`src/rtl/rtlola_event_sched.sv`:
```
// Event scheduler in front of an RTLola monitor: buffers stamped input events and issues one evaluation per 3 cycles.
// Periodic deadline evaluations exist only when SCHED_DEADLINE_EN is defined.
module rtlola_event_sched #(
   parameter int DATA_W = 64,
   parameter int TS_W   = 64,
   parameter int DEPTH  = 8,
   parameter int PERIOD = 500
) (
   input  logic                      clk,
   input  logic                      rst,
   input  logic                      en,
   input  logic                      in_valid,
   output logic                      in_ready,
   input  logic signed [DATA_W-1:0]  in_data_0,
   input  logic                      in_new_0,
   input  logic signed [DATA_W-1:0]  in_data_1,
   input  logic                      in_new_1,
   input  logic                      mon_ready,
   output logic                      mon_valid,
   output logic [DATA_W-1:0]         mon_input_0,
   output logic                      mon_new_input_0,
   output logic [DATA_W-1:0]         mon_input_1,
   output logic                      mon_new_input_1,
   output logic                      mon_deadline,
   output logic [TS_W-1:0]           mon_tag,
   output logic [$clog2(DEPTH):0]    fill,
   output logic                      overflow,
   output logic                      missed_dl
);
   localparam int AW = $clog2(DEPTH);
   localparam int PW = AW + 1;

   typedef struct packed {
      logic [TS_W-1:0]   ts;
      logic              n1;
      logic [DATA_W-1:0] d1;
      logic              n0;
      logic [DATA_W-1:0] d0;
   } ev_t;

   typedef enum logic [1:0] {IDLE, ISSUE, GAP} state_t;

   state_t          state_q, state_d;
   logic [TS_W-1:0] time_q;
   logic [PW-1:0]   wr_q, rd_q, fill_w;
   ev_t             mem_q [DEPTH];
   ev_t             head, dl_ev, out_q;
   logic            out_dl_q, ovf_q;
   logic            empty, full, any_new, push, drop;
   logic            dl_pend, missed;
   logic [TS_W-1:0] dl_ts, ts_diff;
   logic            pick_ev, take, take_ev;

   assign fill_w   = wr_q - rd_q;
   assign empty    = (fill_w == '0);
   assign full     = (fill_w == PW'(DEPTH));
   assign any_new  = in_new_0 | in_new_1;
   assign in_ready = ~full & en;
   assign push     = in_valid & in_ready & any_new;
   // in_ready is registered-fill based, so a same-cycle pop never makes room for a push at full
   assign drop     = en & in_valid & ~in_ready & any_new;
   assign head     = mem_q[rd_q[AW-1:0]];

   always_ff @(posedge clk) begin
      if (rst) begin
         time_q <= '0;
         wr_q   <= '0;
         rd_q   <= '0;
         ovf_q  <= 1'b0;
      end else if (en) begin
         time_q <= time_q + 1'b1;
         wr_q   <= wr_q + PW'(push);
         rd_q   <= rd_q + PW'(take_ev);
         ovf_q  <= ovf_q | drop;
      end
   end

   always_ff @(posedge clk) begin
      if (push) begin
         mem_q[wr_q[AW-1:0]] <= '{ts: time_q, n1: in_new_1, d1: in_data_1,
                                  n0: in_new_0, d0: in_data_0};
      end
   end

`ifdef SCHED_DEADLINE_EN
   localparam int CW = $clog2(PERIOD);
   logic [CW-1:0]   dl_cnt_q;
   logic            dl_pend_q, missed_q, wrap, take_dl;
   logic [TS_W-1:0] dl_ts_q;

   assign wrap    = (dl_cnt_q == CW'(PERIOD - 1));
   assign take_dl = take & ~pick_ev;

   always_ff @(posedge clk) begin
      if (rst) begin
         dl_cnt_q  <= '0;
         dl_pend_q <= 1'b0;
         dl_ts_q   <= '0;
         missed_q  <= 1'b0;
      end else if (en) begin
         dl_cnt_q <= wrap ? '0 : dl_cnt_q + 1'b1;
         if (wrap) begin
            // an unserved deadline is overwritten by the newer one
            dl_pend_q <= 1'b1;
            dl_ts_q   <= time_q;
            missed_q  <= missed_q | (dl_pend_q & ~take_dl);
         end else if (take_dl) begin
            dl_pend_q <= 1'b0;
         end
      end
   end

   assign dl_pend = dl_pend_q;
   assign dl_ts   = dl_ts_q;
   assign missed  = missed_q;
`else
   assign dl_pend = 1'b0;
   assign dl_ts   = '0;
   assign missed  = 1'b0;
`endif

   // ties and older events win: signed wrap-safe difference <= 0
   assign ts_diff = head.ts - dl_ts;
   assign pick_ev = ~empty & (~dl_pend | ts_diff[TS_W-1] | (ts_diff == '0));

   always_comb begin
      dl_ev    = '0;
      dl_ev.ts = dl_ts;
   end

   always_ff @(posedge clk) begin
      if (rst) begin
         state_q <= IDLE;
      end else if (en) begin
         state_q <= state_d;
      end
   end

   always_comb begin
      state_d = state_q;
      case (state_q)
         IDLE:    if (mon_ready && (!empty || dl_pend)) state_d = ISSUE;
         ISSUE:   state_d = GAP;
         GAP:     state_d = IDLE;
         default: state_d = IDLE;
      endcase
   end

   always_comb begin
      take      = (state_q == IDLE) & en & mon_ready & (~empty | dl_pend);
      take_ev   = take & pick_ev;
      mon_valid = (state_q == ISSUE) & en & ~rst;
   end

   always_ff @(posedge clk) begin
      if (rst) begin
         out_q    <= '0;
         out_dl_q <= 1'b0;
      end else if (en) begin
         if (take) begin
            out_q    <= pick_ev ? head : dl_ev;
            out_dl_q <= ~pick_ev;
         end else if (state_q == ISSUE) begin
            out_q    <= '0;
            out_dl_q <= 1'b0;
         end
      end
   end

   assign mon_input_0     = out_q.d0;
   assign mon_new_input_0 = out_q.n0;
   assign mon_input_1     = out_q.d1;
   assign mon_new_input_1 = out_q.n1;
   assign mon_deadline    = out_dl_q;
   assign mon_tag         = out_q.ts;
   assign fill            = fill_w;
   assign overflow        = ovf_q;
   assign missed_dl       = missed;
endmodule

```
`config.mk`:
```
export PLATFORM = sky130hd
export DESIGN_NAME = rtlola_event_sched
export DESIGN_NICKNAME = d
export VERILOG_FILES = /design/src/rtl/rtlola_event_sched.sv
export SDC_FILE = /design/constraint.sdc
export NUM_CORES = 2
export LEC_CHECK = 0
export BUFFER_PORTS_ARGS = -buffer_cell sky130_fd_sc_hd__buf_2
export CAP_MARGIN = 15
export CORE_MARGIN = 3
export CORE_UTILIZATION = 61
export CTS_BUF_LIST = sky130_fd_sc_hd__clkbuf_8
export DETAILED_ROUTE_END_ITERATION = 16
export PLACE_DENSITY = 0.87
export RECOVER_POWER = 50
export SYNTH_ARGS = -nofsm -noshare
export SYNTH_HDL_FRONTEND = slang
export SYNTH_SLANG_ARGS = --single-unit
```
`constraint.sdc`:
```
create_clock -name clk -period 47.9 [get_ports clk]
set_clock_uncertainty 0.1 [all_clocks]
set_input_delay 14.37 -clock clk [delete_from_list [all_inputs] [get_ports clk]]
set_output_delay 14.37 -clock clk [all_outputs]
set_load 0.01 [all_outputs]
```
==> summary.md <==
| Metric | Value |
|---|---|
| Post-Synth Adder-Cell Area | `0.00178` |
| Power density of the placed cells | `40.6 nW/um2` |
| Top flip-flop cell by instance count after synthesis | `sky130_fd_sc_hd__edfxtp_1` |
| Reg area | `52100 um2` |
| Post-placement worst setup slack | `17.95 ns` |
| Starting density of the core | `0.617` |
| Worst-path clk slew | `0.06 ns` |
| CTS Sinks | `1825` |
| Summed instance area of the synthesized netlist | `67400 um2` |
| Max-cap violations | `7` |
| Setup repair after global routing missed its margin | `false` |
| R2R Setup Slk | `38.15 ns` |
| Arrival @ worst endpoint | `16.36 ns` |
| Count of port buffers added during placement | `336` |
| Total Negative Setup Slacks | `0 ns` |
| Post-Syn Nets | `3272` |
| Number of nets still failing antenna checks after routing | `0` |
| Combinational family with the most area after synthesis | `multiplexers` |
| Wire length of the first global-routing pass | `216 mm` |
| Commonest non-fill, non-tap cell in the layout | `sky130_fd_sc_hd__edfxtp_1` |
| Count of pins on the block boundary | `338` |
| Final core occ | `0.695` |
| Most frequent cell on the critical path | `sky130_fd_sc_hd__clkbuf_1` |
| Combined area of the multi-input logic cells | `14600 um2` |
| Classification of the worst setup path | `in -> out` |
| DRC violations left | `0` |
| Largest net degree at the start of global routing | `147` |
| Final routed wire length divided by cell count | `26.5 um` |
| Final non-filler cell total | `5344` |
| Layout-stage area growth over the synthesis result | `12.7%` |
| Number of buffers on the longest clock path | `4` |
| Async set-reset flop share out of synthesis | `0` |
| Min-Delay Path Class | `reg -> reg` |
| Die outline area | `115000 um2` |
| Post-synthesis share of cell area spent on xor and xnor gates | `0.00494` |
| Crit path cell chain | `clkbuf_1 > clkbuf_1 > nand2b_1 > nor3b_1 > buf_2` |
| Setup repair bufs after CTS | `0` |
| Min-Delay Path Depth | `1` |
| Part of the total power dissipated in sequential elements | `0.565` |
| Worst Reg2Reg Path Length in Cells | `8` |
| Maximum fanout count along the critical path | `21` |
| Worst-path cell with the longest stage delay | `sky130_fd_sc_hd__clkbuf_1` |
| Compound-cell area share of the yosys netlist | `0.0310` |
| Max Clock Freq | `0.0324 GHz` |
| Switching power summed over all nets | `0.644 mW` |
| Static leakage | `24.6 nW` |
| Total count of hold-check failures in the final report | `0` |
| Detailed placer's ending HPWL | `74.5 mm` |
| Num rows | `121` |
| Placed inst area | `70700 um2` |
| Number of flops mapped to enable cells by yosys | `1552` |
| Slew Limit Fails | `336` |
| Die Span X | `338 um` |
| Post-route standard cell area excluding fillers | `76000 um2` |
| Vias in the first global route | `35500` |
| Relative slew slack | `-5.70` |
| Internal Power | `2.44 mW` |
| Peak VDD IR | `46.3 uV` |
| Weighted congestion reported at the end of routability-driven placement | `0.750` |
| Post-detailed-route via-to-cell ratio | `6.29` |
| Clock latency at the later pin of the worst-skew pair | `0.95 ns` |
| Routed Wire Length | `141 mm` |
| Slack of the critical path | `17.07 ns` |
| Vertical die dimension | `338 um` |
| Root buf cell | `sky130_fd_sc_hd__clkbuf_8` |
| Number of vias in the routed layout | `33600` |
| Element type at the critical path start | `input port` |
| Endpoint kind of the worst setup timing path | `output pin` |
| Number of levels in the clock H-tree | `5` |
| Total of cells resized after clock tree synthesis | `0` |
| CTS tree | `built` |
| Floorplan Core Area | `109000 um2` |
| Number of nets in the final layout | `3790` |
| Gate count after technology mapping | `3128` |
| Antenna violations before repair | `12` |
| Req. time, crit path | `33.43 ns` |
| Result of the run | `complete, but fails checks` |
| Syn_area_per_cell | `21.5 um2` |
| TritonCTS buffer count | `293` |
| Final cycle utilization of the critical path | `0.644` |
| Filler Cell Count | `6348` |
| Commonest cells after routing, fill and taps aside | `1552 x sky130_fd_sc_hd__edfxtp_1, 388 x sky130_fd_sc_hd__mux4_2, 336 x sky130_fd_sc_hd__clkbuf_8` |
| Comb power frac | `0.030` |
| Measured slew at the worst slew-check pin | `10.05 ns` |
| Count of placed standard cells including taps | `4826` |
| Final worst hold slack | `0.357 ns` |
| Failing checks | `capacitance limit, slew limit` |
| Power, Total | `3.08 mW` |
| Total track usage | `0.250` |
| Layout cells sized above 1 | `0.254` |
| Drt first-iter violations | `3704` |
| Number of warnings reported in the yosys synthesis log | `0` |
| Post-synthesis share of cell area spent on and, or, nand and nor gates | `0.0181` |
| # setup viols final | `0` |
| Crit path time final | `30.83 ns` |
| Share of the yosys chip area belonging to registers | `0.773` |
| Global route total overflow | `0` |
| 1st-pass router iterations | `5` |
| Proportion of synthesized area in mux cells | `0.160` |
| Clk network pwr share | `0.405` |
| Hold buffer count at cts | `0` |
| Net Sw Frac | `0.209` |
| Delay contributed by the slowest stage of the critical path | `0.95 ns` |
| Number of different library cells in the post-synthesis netlist | `48` |
| FF+latch count, synth | `1825` |
[kinds of logic (layout without fill, tap and decap cells)]
group	after synthesis	in the layout
AOI/OAI and AO/OA	252	252
buffers and inverters	184	916
and+or+nand+nor	228	228
muxes	591	591
other	1	9
adders and majority gates	9	9
xor gates and xnor gates	38	38
DFF	1825	1825
[Yosys cell counts (2+ instances only)]
cell	count	area (um2)
sky130_fd_sc_hd__nor3_1	9	45.0
sky130_fd_sc_hd__nand2b_1	4	25.0
sky130_fd_sc_hd__and4_1	7	61.3
sky130_fd_sc_hd__mux2_2	4	45.0
sky130_fd_sc_hd__xor2_1	27	236
sky130_fd_sc_hd__a21oi_1	22	110
sky130_fd_sc_hd__buf_2	72	360
sky130_fd_sc_hd__o211ai_1	6	45.0
sky130_fd_sc_hd__o21ai_0	8	40.0
sky130_fd_sc_hd__clkbuf_1	86	323
sky130_fd_sc_hd__o41ai_1	2	17.5
sky130_fd_sc_hd__nor3_2	2	20.0
sky130_fd_sc_hd__dfxtp_1	273	5470
sky130_fd_sc_hd__mux4_2	388	8740
sky130_fd_sc_hd__nand2_1	30	113
sky130_fd_sc_hd__o31ai_1	13	97.6
sky130_fd_sc_hd__nor2b_1	3	18.8
sky130_fd_sc_hd__o311ai_0	2	17.5
sky130_fd_sc_hd__or2_2	4	25.0
sky130_fd_sc_hd__xnor2_1	11	96.3
sky130_fd_sc_hd__and2_1	4	25.0
sky130_fd_sc_hd__and3_1	9	56.3
sky130_fd_sc_hd__nand3_1	28	140
sky130_fd_sc_hd__nand4_1	30	188
sky130_fd_sc_hd__or4_1	18	135
sky130_fd_sc_hd__buf_1	10	37.5
sky130_fd_sc_hd__o2bb2ai_1	194	1700
sky130_fd_sc_hd__mux2i_1	199	1990
sky130_fd_sc_hd__inv_1	14	52.6
sky130_fd_sc_hd__nand3b_1	2	15.0
sky130_fd_sc_hd__ha_1	8	100
sky130_fd_sc_hd__nor4_1	5	31.3
sky130_fd_sc_hd__nor2_1	62	233
sky130_fd_sc_hd__edfxtp_1	1552	46600
sky130_fd_sc_hd__or3_1	7	43.8
[per-layer routing]
| layer | share of wire | track usage | vias to the layer above | routed length, um |
|---|---|---|---|---|
| li1 | - | - | 14200 | - |
| met1 | 0.38 | 0.343 | 17400 | 53700 |
| met5 | 0.00049 | 0 | - | 69 |
| met4 | 0.023 | 0.0837 | 10 | 3200 |
| met3 | 0.097 | 0.0608 | 274 | 13800 |
| met2 | 0.50 | 0.401 | 1803 | 70800 |
[area by class of cell]
cell class	instances	share of cell area
diodes	8	0.000263
clock buffers	336	0.0609
clock inverters	173	0.0119
inverters	15	0.000741
multi-input cells	1119	0.192
flip-flops and latches	1825	0.686
well taps	1476	0.0243
repair buffers	392	0.0245
[power by group through the flow]
| stage | sequential, mW | clock (mW) | combinational (mW) |
|---|---|---|---|
| after floorplan | 1.78 | 0 | 0.0499 |
| after global placement | 1.77 | 0 | 0.0907 |
| after detailed placement | 1.77 | 0 | 0.0942 |
| after CTS | 1.74 | 1.27 | 0.0948 |
| after global routing | 1.74 | 1.35 | 0.0990 |
| final | 1.74 | 1.25 | 0.0916 |
[critical path, delay by kind of cell]
kind          cells  cell delay, ns
simple gates      2            0.53
buf+inv           3            1.43
[state kept, by name (all words and copies together), names as in the netlist, named ones only]
register,cells
mon_new_input_0,1
mem_q,1552
wr_q,4
mon_input_1,64
mon_new_input_1,1
time_q,64
state_q,2
mon_deadline,1
rd_q,4
mon_tag,64
overflow,1
mon_input_0,64
[path summary, 6_finish.rpt]
kind / from / end
worst max-delay path: en / mon_valid
worst min-delay path: mon_tag[36] / mon_tag[36]
worst max register to register: wr_q[0] / mon_input_1[23]
worst min register to register: mon_tag[36] / mon_tag[36]
Power figures use the tool's default switching activity.
